--- src/rtl/rf_pkg.sv ---
// Shared constants for the register-file writeback path.
package rf_pkg;
   localparam int RF_AW   = 5;
   localparam int RF_DW   = 32;
   localparam int RF_NREQ = 3;
   localparam int RF_NREG = 32;

   localparam int WB_ALU  = 0;
   localparam int WB_LD   = 1;
   localparam int WB_HILO = 2;
endpackage

--- src/rtl/rr_arbiter.sv ---
// Round-robin grant: first set request strictly after ptr_i, with wrap.
module rr_arbiter #(
   parameter int NREQ = 3,
   parameter int PW   = 2
) (
   input  logic [NREQ-1:0] req_i,
   input  logic [PW-1:0]   ptr_i,
   output logic [NREQ-1:0] gnt_o,
   output logic [PW-1:0]   idx_o
);
   logic found;

   always_comb begin
      gnt_o = '0;
      idx_o = '0;
      found = 1'b0;
      for (int k = 1; k <= NREQ; k++) begin
         for (int i = 0; i < NREQ; i++) begin
            if (!found && req_i[i] &&
                i == (int'(ptr_i) + k) % NREQ) begin
               gnt_o[i] = 1'b1;
               idx_o    = PW'(i);
               found    = 1'b1;
            end
         end
      end
   end
endmodule

--- src/rtl/rf_wb_arbiter.sv ---
// Shares the register-file write port among writeback sources,
// with one registered output stage and an in-flight destination mask.
module rf_wb_arbiter
   import rf_pkg::*;
#(
   parameter int NREQ = RF_NREQ,
   parameter int AW   = RF_AW,
   parameter int DW   = RF_DW
) (
   input  logic             clock,
   input  logic             reset_n,
   input  logic [NREQ-1:0]  req_valid,
   output logic [NREQ-1:0]  req_ready,
   input  logic [NREQ*AW-1:0] req_dst,
   input  logic [NREQ*DW-1:0] req_data,
   input  logic             wr_stall,
   output logic             RegWr,
   output logic [AW-1:0]    RW,
   output logic [DW-1:0]    busW,
   output logic [31:0]      inflight_mask,
   output logic [15:0]      grant_cnt
);
   localparam int PW = (NREQ > 1) ? $clog2(NREQ) : 1;

   logic [PW-1:0]   last_q, last_d, gnt_idx;
   logic [NREQ-1:0] gnt;
   logic            xfer;
   logic [AW-1:0]   sel_dst;
   logic [DW-1:0]   sel_data;
   logic            regwr_q, regwr_d;
   logic [AW-1:0]   rw_q, rw_d;
   logic [DW-1:0]   busw_q, busw_d;
   logic [15:0]     cnt_q, cnt_d;

   rr_arbiter #(.NREQ(NREQ), .PW(PW)) u_rr (
      .req_i (req_valid),
      .ptr_i (last_q),
      .gnt_o (gnt),
      .idx_o (gnt_idx)
   );

   assign req_ready = (reset_n && !wr_stall) ? gnt : '0;
   assign xfer      = |req_ready;

   always_comb begin
      sel_dst  = '0;
      sel_data = '0;
      for (int i = 0; i < NREQ; i++) begin
         if (gnt[i]) begin
            sel_dst  = sel_dst  | req_dst[i*AW +: AW];
            sel_data = sel_data | req_data[i*DW +: DW];
         end
      end
   end

   // $0 writes are accepted and counted but never reach the file
   always_comb begin
      last_d  = last_q;
      regwr_d = 1'b0;
      rw_d    = rw_q;
      busw_d  = busw_q;
      cnt_d   = cnt_q;
      if (xfer) begin
         last_d = gnt_idx;
         cnt_d  = cnt_q + 16'd1;
         if (sel_dst != '0) begin
            regwr_d = 1'b1;
            rw_d    = sel_dst;
            busw_d  = sel_data;
         end
      end
   end

   always_ff @(posedge clock or negedge reset_n) begin
      if (!reset_n) begin
         last_q  <= PW'(NREQ - 1);
         regwr_q <= 1'b0;
         rw_q    <= '0;
         busw_q  <= '0;
         cnt_q   <= '0;
      end else begin
         last_q  <= last_d;
         regwr_q <= regwr_d;
         rw_q    <= rw_d;
         busw_q  <= busw_d;
         cnt_q   <= cnt_d;
      end
   end

   assign RegWr         = regwr_q;
   assign RW            = rw_q;
   assign busW          = busw_q;
   assign grant_cnt     = cnt_q;
   assign inflight_mask = regwr_q ? (32'd1 << rw_q) : 32'd0;
endmodule

--- config.mk ---
export PLATFORM = sky130hd
export DESIGN_NAME = rf_wb_arbiter
export DESIGN_NICKNAME = d
export VERILOG_FILES = /design/src/rtl/rf_pkg.sv /design/src/rtl/rr_arbiter.sv /design/src/rtl/rf_wb_arbiter.sv
export SDC_FILE = /design/constraint.sdc
export NUM_CORES = 1
export LEC_CHECK = 0
export CORE_ASPECT_RATIO = 0.75
export CORE_MARGIN = 8
export CORE_UTILIZATION = 33
export DETAILED_ROUTE_END_ITERATION = 6
export PLACE_DENSITY = 0.76
export SYNTH_ARGS = -nofsm -noshare
export SYNTH_HDL_FRONTEND = slang
export SYNTH_SLANG_ARGS = --single-unit
export TNS_END_PERCENT = 20
--- constraint.sdc ---
create_clock -name clock -period 2.5 [get_ports clock]
set_input_delay 0.375 -clock clock [delete_from_list [all_inputs] [get_ports clock]]
set_output_delay 0.375 -clock clock [all_outputs]
set_load 0.01 [all_outputs]
# After elaboration in Yosys (flattened, before gate mapping)
# Index checks and enable logic that the tools add are counted.
# Widths: inputs -> output; s select.
[word_totals]
regBits = 56
in_bits = 117
output_inout_bits = 89
word_cells = 90
[classes]
add_sub_neg = 4
div = 3
n_eq_ne = 6
n_shift = 1
mux = 34
bitwise_logic = 4
reduce_logical = 33
[op_table]
columns = ["operator", "count"]
rows = [
  ["$mux 32", 4],
  ["$eq 2x32->1 const A", 3],
  ["$eq 3x32->1 const A", 3],
  ["$logic_not 32->1", 3],
  ["$mod 32x3->32 const B", 3],
  ["$or 32x32->32", 2],
  ["$shl 1x5->32 const A", 1],
  ["$mux 1", 19],
  ["$logic_and 1x1->1", 18],
  ["$add 16x1->16 const B", 1],
  ["$mux 5", 3],
  ["$mux 2", 7],
  ["$or 5x5->5", 2],
  ["$logic_not 1->1", 9],
  ["$add 2x2->3 const B", 2],
  ["$reduce_bool 5->1", 1],
  ["$add 2x1->3 const B", 1],
  ["$mux 3", 1],
  ["$reduce_or 3->1", 1],
  ["$reduce_and 2->1", 1],
]

# Logic depth before layout (Yosys ltp)
[depth]
ltp_word = 41
depth_mapped = 12
mapped_depth_nobuf = 8

# Modules after synthesis
# From an unflattened synthesis, not the netlist that was laid out.
[unflattened]
cells_unflattened = 313
hier_area_um2 = 3075.4
[modules_own_cells]
columns = ["module", "instances", "cells_per_inst", "area_each_um2", "seq_area_each_um2"]
rows = [
  ["rf_wb_arbiter", 1, 295, 2949.1, 1402.6],
  ["rr_arbiter", 1, 18, 126.4, 0.0],
]

# Worst setup path before layout
# OpenSTA, ideal clock, no wires.
[synth_path]
kind = "reg-to-reg"
start = "reg last_q[1]"
end = "reg rw_q[1] (netlist: RW[1])"
setup_time_ns = 0.128
arrival_time_ns = 2.431
required_time_ns = 2.372
setup_slack_ns = -0.058
path_stages_with_launch = 9
synth_period_minus_slack_ns = 2.558
path_cell_list = "dfstp_2 -> ha_1 -> o21ba_1 -> o2111a_1 -> a222oi_1 -> nand3_1 -> o41a_1 -> buf_6 -> mux2_1"
[synth_via]
elab_chain_len = 40
[synth_lines]
columns = ["element", "line_no", "text"]
rows = [
  ["start: declaration", "rf_wb_arbiter.sv:25", "logic [PW-1:0] last_q, last_d, gnt_idx;"],
  ["start signal: assignment", "rf_wb_arbiter.sv:76", "last_q <= PW'(NREQ - 1);"],
  ["start signal: assignment", "rf_wb_arbiter.sv:82", "last_q <= last_d;"],
  ["$add 2x1->3", "rr_arbiter.sv:20", "i == (int'(ptr_i) + k) % NREQ) begin"],
  ["$mod 32x3->32", "rr_arbiter.sv:20", ""],
  ["$logic_not 32->1", "rr_arbiter.sv:20", ""],
  ["$logic_and 1x1->1", "rr_arbiter.sv:19", "if (!found && req_i[i] &&"],
  ["$mux 1", "rr_arbiter.sv:19", ""],
  ["$logic_not 1->1", "rr_arbiter.sv:19", ""],
  ["$logic_and 1x1->1 (2 in a row)", "rr_arbiter.sv:19", ""],
  ["$mux 1", "rr_arbiter.sv:19", ""],
  ["(+21 left out)", "-", ""],
  ["$logic_and 1x1->1 (2 in a row)", "rr_arbiter.sv:19", ""],
  ["$mux 1", "rr_arbiter.sv:19", ""],
  ["$logic_not 1->1", "rr_arbiter.sv:19", ""],
  ["$logic_and 1x1->1 (2 in a row)", "rr_arbiter.sv:19", ""],
  ["$mux 1", "rr_arbiter.sv:19", ""],
  ["$mux 5 / $mux 3 (equally long branches)", "rf_wb_arbiter.sv:49, rf_wb_arbiter.sv:42", ""],
  ["$reduce_bool 5->1 / $reduce_or 3->1 (equally long branches)", "rf_wb_arbiter.sv:66, rf_wb_arbiter.sv:43", ""],
  ["$reduce_and 2->1 (no line)", "-", ""],
  ["end signal: assignment", "rf_wb_arbiter.sv:84", "rw_q <= rw_d;"],
  ["end: declaration", "rf_wb_arbiter.sv:31", "logic [AW-1:0] rw_q, rw_d;"],
]
# Several ways; a longest one is shown, not always the timed one.
# A chain may end at the register's enable or synchronous reset.

# Worst setup path after layout
[layout_path]
start = "reg last_q[1]"
end = "reg busw_q[5] (netlist: busW[5])"
[layout_via]
elab_chain_len = 40
[layout_lines]
columns = ["element", "line_no", "text"]
rows = [
  ["$add 2x1->3", "rr_arbiter.sv:20", ""],
  ["$mod 32x3->32", "rr_arbiter.sv:20", ""],
  ["$logic_not 32->1", "rr_arbiter.sv:20", ""],
  ["$logic_and 1x1->1", "rr_arbiter.sv:19", ""],
  ["$mux 1", "rr_arbiter.sv:19", ""],
  ["$logic_not 1->1", "rr_arbiter.sv:19", ""],
  ["$logic_and 1x1->1 (2 in a row)", "rr_arbiter.sv:19", ""],
  ["$mux 1", "rr_arbiter.sv:19", ""],
  ["(+21 left out)", "-", ""],
  ["$logic_and 1x1->1 (2 in a row)", "rr_arbiter.sv:19", ""],
  ["$mux 1", "rr_arbiter.sv:19", ""],
  ["$logic_not 1->1", "rr_arbiter.sv:19", ""],
  ["$logic_and 1x1->1 (2 in a row)", "rr_arbiter.sv:19", ""],
  ["$mux 1", "rr_arbiter.sv:19", ""],
  ["$mux 5 / $mux 3 (equally long branches)", "rf_wb_arbiter.sv:49, rf_wb_arbiter.sv:42", ""],
  ["$reduce_bool 5->1 / $reduce_or 3->1 (equally long branches)", "rf_wb_arbiter.sv:66, rf_wb_arbiter.sv:43", ""],
  ["$reduce_and 2->1 (no line)", "-", ""],
  ["end signal: assignment", "rf_wb_arbiter.sv:85", "busw_q <= busw_d;"],
  ["end: declaration", "rf_wb_arbiter.sv:32", "logic [DW-1:0] busw_q, busw_d;"],
]
# Several ways; a longest one is shown, not always the timed one.

==> results.txt <==
Distinct cells, synth = 47
Number of antenna violations at the first check in global routing = 0
Leak = 2.419 nW
Most frequent cells in the layout = clkdlybuf4s50_1 (201), dfrtp_1 (54), inv_1 (38)
Sw power = 0.002186 W
Worst setup margin = -0.2631 ns
Clock share of power = 14.4%
Setup Crit Path Kind = reg -> reg
Drt total wl = 12.22 mm
Largest net degree at the start of global routing = 39
VDD IR max = 0.4773 mV
Core area = 9503 um^2
Routed vias/inst = 5.091
Worst Path Arrival = 2.92 ns
DPL Wire Length = 9.773 mm
Final core occ = 62.50%
Internal = 0.003627 W
Height of the die = 100.9 um
Post-synth EDFFs = 0
Layout cell share with drive strength beyond 1 = 12.93%
CTS root buf = clkbuf_16
Overall power = 0.005814 W
Most common library cell in the layout ignoring fill and taps = clkdlybuf4s50_1
# clock sinks = 56
Ant. Diodes = 0
TritonCTS clock tree = done
Vias in the first global route = 3709
Worst Skew = 0.008163 ns
Element type at the critical path start = flop
DR vias = 3467
Synth Register Bits = 56
Min-Delay Path Depth = 1
Wire per inst = 17.95 um
Seq/Total Area, Yosys = 44.20%
Worst reg-to-reg path cell count = 9
Max_cap viols = 0
FF-to-FF Start = last_q[1]$_DFFE_PN1P_
Max Fanout on Critical Path = 10
Hold Slack = 0.4716 ns
Status = complete, but fails checks
Worst path slowest cell = o41a_4
Post-place setup slack = -0.3208 ns
Final hold viol count = 0
Pwr per Cell Area = 978.8 nW/um^2
Setup crit end kind = flop
Final ANT Viol Nets = 0
Warnings from Yosys = 0
Logic gate share of total power = 58.9%
Reg power frac = 26.7%
Worst Hold End = grant_cnt[15]$_DFFE_PN0P_
Die area = 13040 um^2
Hold Path Class = reg -> reg
Least-Margin Pin Slew = 0.4831 ns
Layout area overhead = 87.18%
Slew HR = 67.79%
Setup violations, final = 38
FFs w/ async S/R, synth = 100.0%
Count of pins over their slew limit = 0
Failing checks = design-rule violations, negative setup slack
Post-synthesis average cell area = 9.885 um^2
Reg2Reg Capture Point = busW[5]$_DFFE_PN0P_
Worst skew pair latency = 0.28 ns
First-pass GRT wire length = 18.41 mm
# rows = 31
CTS clk-pin slew, worst paths = 0.07 ns
Clk buf depth = 2
Area post-placement = 5542 um^2
DR pass1 iterations = 7
Residual DRC = 8
Gr usage total = 17.49%
Ordered cell list for the critical path = inv_1, ha_2, or2_1, and3_1, a32oi_2, nand3_1, o41a_4, clkbuf_16, mux2i_1
Remaining global-route overflow = 0
Cell count after synthesis = 321
Io pins = 206
Final nets = 668
F_max = 361.9 MHz
Starting Density = 33.39%
CTS Buf Count = 5
Die X = 129.2 um
Max incr delay on CP = 0.57 ns
Hold path startpoint = grant_cnt[15]$_DFFE_PN0P_
R2r setup slk = -0.26 ns
H-tree Lvls = 2
Buffers on Ports = 205
Post-Synthesis Net Count = 441
RSZ-0062 raised after global routing = true
Final Cycle Share = 110.5%
Sw frac = 37.61%
RePlAce Congestion = 0.8533
Most used DFF post-synth = dfrtp_1
Initial drt markers = 272
Finished Cell Area = 5939 um^2
Tmin final = 2.763 ns
Cell Area, Synth = 3173 um^2
Req. time, crit path = 2.66 ns
power by group through the flow:
stage | registers, W | clock network, W | logic [W]
2_1_floorplan | 0.00163 | 0 | 0.00147
3_3_place_gp | 0.00155 | 0 | 0.00305
3_5_place_dp | 0.00156 | 0 | 0.00312
4_1_cts | 0.00155 | 0.000857 | 0.00320
5_1_grt | 0.00161 | 0.000904 | 0.00370
6_report | 0.00155 | 0.000835 | 0.00343
cell families after synthesis:
family                     synth area share, %
AOI/OAI and AO/OA                        17.00
xor gates and xnor gates                 4.141
adders and majority gates                1.183
buffers and inverters                    8.320
DFF                                      44.20
muxes                                    10.80
and+or+nand+nor                          14.35
layer usage:
metal  GRT usage (%)  routed length [um]  vias up
met2           32.03                6193      143
met1           18.69                4626     1684
met4           2.790                  78        0
met3           7.082                1326       10
met5               0                   0        -
li1                -                   -     1630
Yosys cell counts (3+ instances only):
cell,n,area [um^2]
nand3_1,3,15.01
xnor2_1,13,113.9
nor3_1,9,45.04
nand4_1,8,50.05
nand2_1,23,86.33
buf_6,4,45.04
mux2i_1,32,320.3
and2_1,3,18.77
dfrtp_1,55,1376
nand2b_1,6,37.54
a222oi_1,34,340.3
ha_1,3,37.54
nor2_1,30,112.6
and3_1,6,37.54
clkbuf_1,16,60.06
inv_1,38,142.6
worst max-delay path by stage:
stage,startpoint,end,slack (ns),depth (start not counted)
detailed placement,req_valid[1],busW[7]$_DFFE_PN0P_,-0.32,8
finish,last_q[1]$_DFFE_PN1P_,busW[5]$_DFFE_PN0P_,-0.26,9
floorplan,last_q[1]$_DFFE_PN1P_,RW[1]$_DFFE_PN0P_,-0.03,8
global route,last_q[1]$_DFFE_PN1P_,busW[11]$_DFFE_PN0P_,-0.36,9
CTS,last_q[1]$_DFFE_PN1P_,busW[18]$_DFFE_PN0P_,-0.22,8
global placement,req_valid[1],busW[18]$_DFFE_PN0P_,-0.28,8
metrics by stage:
step	cells	TNS (ns)
2_1_floorplan	321	-0.05488
3_3_place_gp	665	-11.35
3_5_place_dp	665	-13.36
4_1_cts	675	-6.711
5_1_grt	681	-12.65
6_report	681	-8.614
flip-flops by register name, indices dropped and copies added, names as in the netlist:
name,count
RW,5
RegWr,1
last_q,2
grant_cnt,16
busW,32
timing repair:
item | CTS | global route
setup endpoints to repair | 50 | 52
hold buffers | 1 | 0
gates cloned | 0 | 2
pin swaps | 4 | 4
buffers inserted | 1 | 4
gates resized for setup | 11 | 20
endpoints found under the hold margin | 1 | 0
area by class of cell:
| class | instances | area (um^2) |
|---|---|---|
| fillers | 786 | 3563 |
| repair buffers | 243 | 2412 |
| multi-input cells | 204 | 1633 |
| flip-flops and latches | 56 | 1404 |
| well taps | 132 | 165.2 |
| clock buffers | 7 | 152.6 |
| inverters | 38 | 142.6 |
| clock inverters | 1 | 30.03 |
critical path, delay by kind of cell, from the launching register on:
| kind | cells | cell delay, ns |
|---|---|---|
| AOI/OAI and AO/OA | 2 | 0.80 |
| and+or+nand+nor | 3 | 0.68 |
| DFF | 1 | 0.56 |
| buffers and inverters | 2 | 0.27 |
| adders and majority gates | 1 | 0.21 |
| muxes | 1 | 0.12 |
Note: power is estimated with default switching activity, not from simulation.
